$ cat src/rtl/spi_wb_master_burst_if.sv
// Byte-stream and Wishbone signal bundle for the SPI burst bridge.
// The master side is the bridge; the slave side is the byte source plus bus slave.
interface spi_wb_master_burst_if #(
    parameter int ADDR_BYTES = 1,
    parameter int DATA_BYTES = 4
);
    logic [7:0]              rx_data;
    logic                    rx_stb;
    logic [7:0]              tx_data;
    logic                    tx_stb;
    logic                    wb_cyc;
    logic                    wb_stb;
    logic                    wb_we;
    logic [8*ADDR_BYTES-1:0] wb_adr;
    logic [8*DATA_BYTES-1:0] wb_dat_o;
    logic [DATA_BYTES-1:0]   wb_sel;
    logic [8*DATA_BYTES-1:0] wb_dat_i;
    logic                    wb_ack;
    logic                    wb_err;

    modport master (
        input  rx_data, rx_stb, wb_dat_i, wb_ack, wb_err,
        output tx_data, tx_stb, wb_cyc, wb_stb, wb_we,
        output wb_adr, wb_dat_o, wb_sel
    );

    modport slave (
        output rx_data, rx_stb, wb_dat_i, wb_ack, wb_err,
        input  tx_data, tx_stb, wb_cyc, wb_stb, wb_we,
        input  wb_adr, wb_dat_o, wb_sel
    );
endinterface

$ cat src/rtl/spi_wb_master_burst.sv
// SPI byte-stream to Wishbone master with burst transfers, address
// auto-increment, bus-error reporting and slave timeout.
module spi_wb_master_burst #(
    parameter int ADDR_BYTES = 1,
    parameter int DATA_BYTES = 4,
    parameter int TIMEOUT    = 255
) (
    input logic clk,
    input logic rst,
    spi_wb_master_burst_if.master bus
);
    localparam int AW = 8*ADDR_BYTES;
    localparam int DW = 8*DATA_BYTES;
    localparam logic [15:0] TMO_LAST = 16'(TIMEOUT-1);
    localparam logic [7:0]  A_LAST   = 8'(ADDR_BYTES-1);
    localparam logic [7:0]  D_LAST   = 8'(DATA_BYTES-1);

    typedef enum logic [2:0] {
        IDLE, ADDR, WDATA, RWAIT, WWAIT, RDATA
    } state_t;

    state_t        state;
    logic [7:0]    tx_data;
    logic          tx_stb;
    logic          cyc;
    logic          stb;
    logic          we;
    logic [AW-1:0] adr;
    logic [DW-1:0] dat_o;
    logic [DW-1:0] rd_sh;
    logic [3:0]    words;
    logic [7:0]    byte_cnt;
    logic [15:0]   tmo_cnt;
    logic          done;
    logic          err_q;

    logic tmo_hit;
    logic term;
    logic hit;
    logic hit_ok;
    logic fin;
    logic fin_ok;

    assign tmo_hit = tmo_cnt == TMO_LAST;
    assign term    = bus.wb_ack | bus.wb_err | tmo_hit;
    assign hit     = cyc & term;
    assign hit_ok  = cyc & bus.wb_ack & ~bus.wb_err;
    // A byte arriving on the termination cycle already sees the status.
    assign fin     = done | hit;
    assign fin_ok  = done ? ~err_q : hit_ok;

    assign bus.tx_data  = tx_data;
    assign bus.tx_stb   = tx_stb;
    assign bus.wb_cyc   = cyc;
    assign bus.wb_stb   = stb;
    assign bus.wb_we    = we;
    assign bus.wb_adr   = adr;
    assign bus.wb_dat_o = dat_o;
    assign bus.wb_sel   = '1;

    always_ff @(posedge clk or negedge rst) begin
        if (!rst) begin
            state    <= IDLE;
            tx_data  <= 8'h00;
            tx_stb   <= 1'b0;
            cyc      <= 1'b0;
            stb      <= 1'b0;
            we       <= 1'b0;
            adr      <= '0;
            dat_o    <= '0;
            rd_sh    <= '0;
            words    <= 4'd0;
            byte_cnt <= 8'd0;
            tmo_cnt  <= 16'd0;
            done     <= 1'b0;
            err_q    <= 1'b0;
        end else begin
            tx_stb <= bus.rx_stb;

            // Bus side runs independently of the byte strobe.
            if (cyc) begin
                tmo_cnt <= tmo_cnt + 16'd1;
                if (term) begin
                    cyc   <= 1'b0;
                    stb   <= 1'b0;
                    done  <= 1'b1;
                    err_q <= ~hit_ok;
                    if (state == RWAIT && hit_ok)
                        rd_sh <= bus.wb_dat_i;
                end
            end

            if (bus.rx_stb) begin
                tx_data <= 8'h00;
                unique case (state)
                    IDLE: begin
                        if (bus.rx_data != 8'h00) begin
                            we       <= bus.rx_data[7];
                            words    <= bus.rx_data[3:0];
                            byte_cnt <= 8'd0;
                            state    <= ADDR;
                        end
                    end
                    ADDR: begin
                        adr <= AW'({adr, bus.rx_data});
                        if (byte_cnt == A_LAST) begin
                            byte_cnt <= 8'd0;
                            if (we) begin
                                state <= WDATA;
                            end else begin
                                cyc     <= 1'b1;
                                stb     <= 1'b1;
                                done    <= 1'b0;
                                err_q   <= 1'b0;
                                tmo_cnt <= 16'd0;
                                state   <= RWAIT;
                            end
                        end else begin
                            byte_cnt <= byte_cnt + 8'd1;
                        end
                    end
                    WDATA: begin
                        dat_o <= DW'({dat_o, bus.rx_data});
                        if (byte_cnt == D_LAST) begin
                            byte_cnt <= 8'd0;
                            cyc      <= 1'b1;
                            stb      <= 1'b1;
                            done     <= 1'b0;
                            err_q    <= 1'b0;
                            tmo_cnt  <= 16'd0;
                            state    <= WWAIT;
                        end else begin
                            byte_cnt <= byte_cnt + 8'd1;
                        end
                    end
                    RWAIT, WWAIT: begin
                        if (fin) begin
                            tx_data  <= fin_ok ? 8'h55 : 8'hEE;
                            done     <= 1'b0;
                            byte_cnt <= 8'd0;
                            if (!fin_ok) begin
                                state <= IDLE;
                            end else if (state == RWAIT) begin
                                state <= RDATA;
                            end else if (words == 4'd0) begin
                                state <= IDLE;
                            end else begin
                                adr   <= adr + AW'(1);
                                words <= words - 4'd1;
                                state <= WDATA;
                            end
                        end
                    end
                    RDATA: begin
                        tx_data <= rd_sh[DW-1 -: 8];
                        rd_sh   <= rd_sh << 8;
                        if (byte_cnt == D_LAST) begin
                            byte_cnt <= 8'd0;
                            if (words == 4'd0) begin
                                state <= IDLE;
                            end else begin
                                adr     <= adr + AW'(1);
                                words   <= words - 4'd1;
                                cyc     <= 1'b1;
                                stb     <= 1'b1;
                                done    <= 1'b0;
                                err_q   <= 1'b0;
                                tmo_cnt <= 16'd0;
                                state   <= RWAIT;
                            end
                        end else begin
                            byte_cnt <= byte_cnt + 8'd1;
                        end
                    end
                    default: state <= IDLE;
                endcase
            end
        end
    end
endmodule

$ cat src/flat_wrapper.sv
// flat-port wrapper written by rule: the top's interface ports become plain ports
module spi_wb_master_burst_flat 
#(
    parameter int ADDR_BYTES = 1,
    parameter int DATA_BYTES = 4,
    parameter int TIMEOUT    = 255
)
  (clk, rst, bus_rx_data, bus_rx_stb, bus_wb_dat_i, bus_wb_ack, bus_wb_err, bus_tx_data, bus_tx_stb, bus_wb_cyc, bus_wb_stb, bus_wb_we, bus_wb_adr, bus_wb_dat_o, bus_wb_sel);
  spi_wb_master_burst_if #(.ADDR_BYTES(ADDR_BYTES), .DATA_BYTES(DATA_BYTES)) bus_i ();
  input logic clk;
  input logic rst;
  input wire logic [$bits(bus_i.rx_data)-1:0] bus_rx_data;
  input wire logic [$bits(bus_i.rx_stb)-1:0] bus_rx_stb;
  input wire logic [$bits(bus_i.wb_dat_i)-1:0] bus_wb_dat_i;
  input wire logic [$bits(bus_i.wb_ack)-1:0] bus_wb_ack;
  input wire logic [$bits(bus_i.wb_err)-1:0] bus_wb_err;
  output wire logic [$bits(bus_i.tx_data)-1:0] bus_tx_data;
  output wire logic [$bits(bus_i.tx_stb)-1:0] bus_tx_stb;
  output wire logic [$bits(bus_i.wb_cyc)-1:0] bus_wb_cyc;
  output wire logic [$bits(bus_i.wb_stb)-1:0] bus_wb_stb;
  output wire logic [$bits(bus_i.wb_we)-1:0] bus_wb_we;
  output wire logic [$bits(bus_i.wb_adr)-1:0] bus_wb_adr;
  output wire logic [$bits(bus_i.wb_dat_o)-1:0] bus_wb_dat_o;
  output wire logic [$bits(bus_i.wb_sel)-1:0] bus_wb_sel;
  assign bus_i.rx_data = bus_rx_data;
  assign bus_i.rx_stb = bus_rx_stb;
  assign bus_i.wb_dat_i = bus_wb_dat_i;
  assign bus_i.wb_ack = bus_wb_ack;
  assign bus_i.wb_err = bus_wb_err;
  assign bus_tx_data = bus_i.tx_data;
  assign bus_tx_stb = bus_i.tx_stb;
  assign bus_wb_cyc = bus_i.wb_cyc;
  assign bus_wb_stb = bus_i.wb_stb;
  assign bus_wb_we = bus_i.wb_we;
  assign bus_wb_adr = bus_i.wb_adr;
  assign bus_wb_dat_o = bus_i.wb_dat_o;
  assign bus_wb_sel = bus_i.wb_sel;
  spi_wb_master_burst #(.ADDR_BYTES(ADDR_BYTES), .DATA_BYTES(DATA_BYTES), .TIMEOUT(TIMEOUT)) u_core (.clk(clk), .rst(rst), .bus(bus_i));
endmodule
$ cat config.mk
export PLATFORM = sky130hd
export DESIGN_NAME = spi_wb_master_burst_flat
export DESIGN_NICKNAME = d
export VERILOG_FILES = /design/src/rtl/spi_wb_master_burst_if.sv /design/src/rtl/spi_wb_master_burst.sv /design/src/flat_wrapper.sv
export SDC_FILE = /design/constraint.sdc
export NUM_CORES = 1
export LEC_CHECK = 0
export BUFFER_PORTS_ARGS = -buffer_cell sky130_fd_sc_hd__buf_2
export CAP_MARGIN = 40
export CORE_MARGIN = 5
export CORE_UTILIZATION = 30
export DETAILED_ROUTE_END_ITERATION = 6
export GPL_ROUTABILITY_DRIVEN = 0
export PLACE_DENSITY = 0.46
export SYNTH_ARGS = -nofsm -noshare
export SYNTH_HDL_FRONTEND = slang
export SYNTH_SLANG_ARGS = --single-unit
$ cat constraint.sdc
create_clock -name clk -period 7.4 [get_ports clk]
set_clock_uncertainty 0.2 [all_clocks]
set_input_delay 0.37 -clock clk [delete_from_list [all_inputs] [get_ports clk]]
set_output_delay 0.37 -clock clk [all_outputs]
set_load 0.03 [all_outputs]
==> summary.md <==
| Metric | Value |
|---|---|
| Sequential area share after synthesis | `50.66%` |
| Largest cells by area after synthesis | `dfrtp_1 (51%), nand2_1 (5.6%), nor2_1 (5.0%)` |
| Clock Path Buffers | `2` |
| Ys Warns | `0` |
| Status | `completed` |
| Clock Sink Count | `117` |
| Port buffer count | `96` |
| Hold Buf Count CTS | `16` |
| Post-synth ARST share | `100.0%` |
| Final Core Density | `38.84%` |
| Die ar. | `0.02214 mm^2` |
| Hold violation total from the final report | `0` |
| Post-CTS sizing | `0` |
| Dominant cell type by area after synthesis | `dfrtp_1` |
| Hold depth | `3` |
| FF-to-FF path depth | `5` |
| CP Class | `reg2reg` |
| Min-Delay Path Class | `in2reg` |
| Max frequency | `338.7 MHz` |
| Drt initial violations | `222` |
| Critical path launch point type | `register` |
| Remaining global-route overflow | `0` |
| Multi-input gate area in the final layout | `0.002651 mm^2` |
| Routed length per instance | `15.40 um` |
| ANT cells | `0` |
| Design area | `0.007313 mm^2` |
| R2r setup slk | `4450 ps` |
| Filler Cells Inserted | `1885` |
| Largest net degree at the start of global routing | `51` |
| CTS tree | `built` |
| GRT Resource Usage Total | `13.75%` |
| Worst slew pin tran | `762.1 ps` |
| Tcrit/Tclk final | `39.89%` |
| CP Max Fanout | `28` |
| Routed vias/inst | `4.855` |
| Hold WS | `26.06 ps` |
| Post-synth EDFFs | `0` |
| Die H | `148.8 um` |
| Library cells used by synthesis | `64` |
| Synth Cell Area | `0.005779 mm^2` |
| Worst Setup SP | `u_core.state[2]$_DFFE_PN0P_` |
| 1st-pass router iterations | `5` |
| Core area | `0.01883 mm^2` |
| Top-Level Pins | `101` |
| Fin. max-slew vios | `0` |
| Detailed-route via count | `4690` |
| Max-cap violations | `0` |
| First-pass GRT wire length | `24410 um` |
| # H-tree levels | `4` |
| Detail Route Antenna Nets | `0` |
| Endpoint, Worst Hold | `u_core.rd_sh[9]$_DFF_PN0_` |
| Chip width | `148.8 um` |
| Synth Register Bits | `117` |
| FF-to-FF Start | `u_core.state[2]$_DFFE_PN0P_` |
| RSZ-0062 raised after global routing | `false` |
| Setup TNS | `0 ps` |
| DRT Wirelength | `14880 um` |
| Relative slew margins | `47.88%` |
| Max VDD drop | `0.0001655 V` |
| Setup violators final | `0` |
| Final HPWL DP | `10530 um` |
| WP data required | `7450 ps` |
| FF/Latch Area | `0.002928 mm^2` |
| Setup repair bufs after CTS | `0` |
| Post-Synthesis Cells | `591` |
| Share of cells above drive strength 1 | `23.09%` |
| Worst hold start | `bus_wb_dat_i[9]` |
| Clock slew at reported path FFs | `60 ps` |
| Final #Nets | `744` |
| Syn Area/Cell | `9.779 um^2` |
| CTS Root Cell | `clkbuf_16` |
| Residual DRC count | `0` |
| Share of the synthesized area in the top cell type | `50.66%` |
| Standard-cell rows | `50` |
| Vias in the first global route | `4685` |
| LEAKAGE | `3.364 nW` |
| TritonCTS Buffers | `17` |
| Initial Util | `30.69%` |
| CP arrival | `3000 ps` |
| Reg2reg end | `u_core.bus.wb_adr[1]$_DFFE_PN0P_` |
| Worst skew pair latency | `410 ps` |
| P per Cell Area | `426.6 mW/mm^2` |
| Cell Area, Placed | `0.006529 mm^2` |
| Main synth FF type | `dfrtp_1` |
| CP Capture Type | `register` |
| Area growth from synthesis to layout | `26.54%` |
| Initial antenna violation count | `0` |
| Tmin final | `2952 ps` |
[stage by stage]
stage          worst slack, ps  cells  power (W)
2_1_floorplan             4927    594   0.001925
3_3_place_gp              4627    916   0.002242
3_5_place_dp              4538    918   0.002268
4_1_cts                   4526    966   0.003160
5_1_grt                   4259    966   0.003337
6_report                  4448    966   0.003120
[critical path, cell delays in order, from the launching register on]
cell and delay [ps]:
dfrtp_1 840, nand3b_1 350, o21ai_0 220, a2111o_1 550
nor2_1 470, a31oi_1 150
[sequential cells by signal (all words and copies together), names as in the netlist]
name	count
u_core.bus.tx_stb	1
u_core.bus.wb_we	1
u_core.state	3
u_core.byte_cnt	8
u_core.words	4
u_core.bus.wb_cyc	1
u_core.rd_sh	32
u_core.bus.wb_stb	1
u_core.tmo_cnt	16
u_core.bus.tx_data	8
u_core.err_q	1
u_core.bus.wb_adr	8
u_core.done	1
u_core.bus.wb_dat_o	32
[routing by layer]
layer	GRT usage, %	part of all wire (%)
met5	0	0
met4	4.943	0.65
met3	3.798	4.5
met2	21.32	48
met1	18.51	47
[layout by cell type (no fill, tap or decap), types with 3 or more instances in the layout]
cell type      count
clkbuf_16         17
nand4b_1           3
inv_1             13
a2bb2oi_1          5
a221o_1            5
a22o_1             6
o21ai_1            4
nor4_1             3
nor3_1            13
o2bb2ai_1          3
mux2_2            17
clkinv_4           3
nand4_1            5
nand2_1           86
o22ai_1            4
dfrtp_1          117
a21oi_1           18
ha_1               6
mux2_1            20
xor2_1             6
clkinv_2           4
o21ai_0            9
dlygate4sd3_1     16
nor2b_1            7
xnor2_1            9
bufinv_16          4
a31oi_1           32
buf_4              6
nor2_1            77
buf_2             95
nand2b_1           3
conb_1             4
a311o_1            4
nand3_1           19
and3_1             9
[cell type report]
| cell class | count | area share (%) |
|---|---|---|
| clock buffer | 19 | 6.056 |
| clock inverter | 13 | 2.481 |
| inverter | 13 | 0.6672 |
| multi-input combinational | 425 | 36.25 |
| sequential | 117 | 40.03 |
| tap | 260 | 4.448 |
| timing repair buffer | 119 | 10.06 |
[cell usage after synthesis (3+ instances only)]
library cell and instances:
a21oi_1 18, a221o_1 5, a22o_1 6, a2bb2oi_1 5, a311o_1 4, a31oi_1 32, and3_1 9, buf_1 9
buf_2 5, buf_4 4, clkbuf_1 21, dfrtp_1 117, ha_1 6, inv_1 13, mux2_1 20, mux2_2 17
nand2_1 86, nand2b_1 3, nand3_1 19, nand4_1 5, nand4b_1 3, nor2_1 77, nor2b_1 7, nor3_1 14
nor4_1 3, o21ai_0 9, o21ai_1 4, o22ai_1 4, o2bb2ai_1 3, xnor2_1 9, xor2_1 6
[report_power, final]
part | internal (W) | switching, W
Clock | 0.000571 | 0.000296
Sequential | 0.000892 | 0.000222
Combinational | 0.000435 | 0.000703
[how the worst max path moves through the flow]
stage / end / cells after the start
6_report: u_core.bus.wb_adr[1]$_DFFE_PN0P_ / 5
5_1_grt: u_core.words[1]$_DFFE_PN0P_ / 5
4_1_cts: u_core.bus.wb_adr[1]$_DFFE_PN0P_ / 5
3_5_place_dp: u_core.bus.wb_adr[1]$_DFFE_PN0P_ / 5
3_3_place_gp: u_core.words[1]$_DFFE_PN0P_ / 5
2_1_floorplan: u_core.words[1]$_DFFE_PN0P_ / 5
[cells by family (layout without fill, tap and decap cells)]
logic type | count (synthesis) | count (layout) | share of synthesized area (%)
buffers and inverters | 52 | 164 | 3.745
AOI/OAI and AO/OA | 117 | 117 | 14.87
muxes | 39 | 39 | 7.556
and+or+nand+nor | 244 | 244 | 19.53
other | 1 | 4 | 0.06489
adders and majority gates | 6 | 6 | 1.299
DFF | 117 | 117 | 50.66
xor gates and xnor gates | 15 | 15 | 2.273
Power figures use the tool's default switching activity.
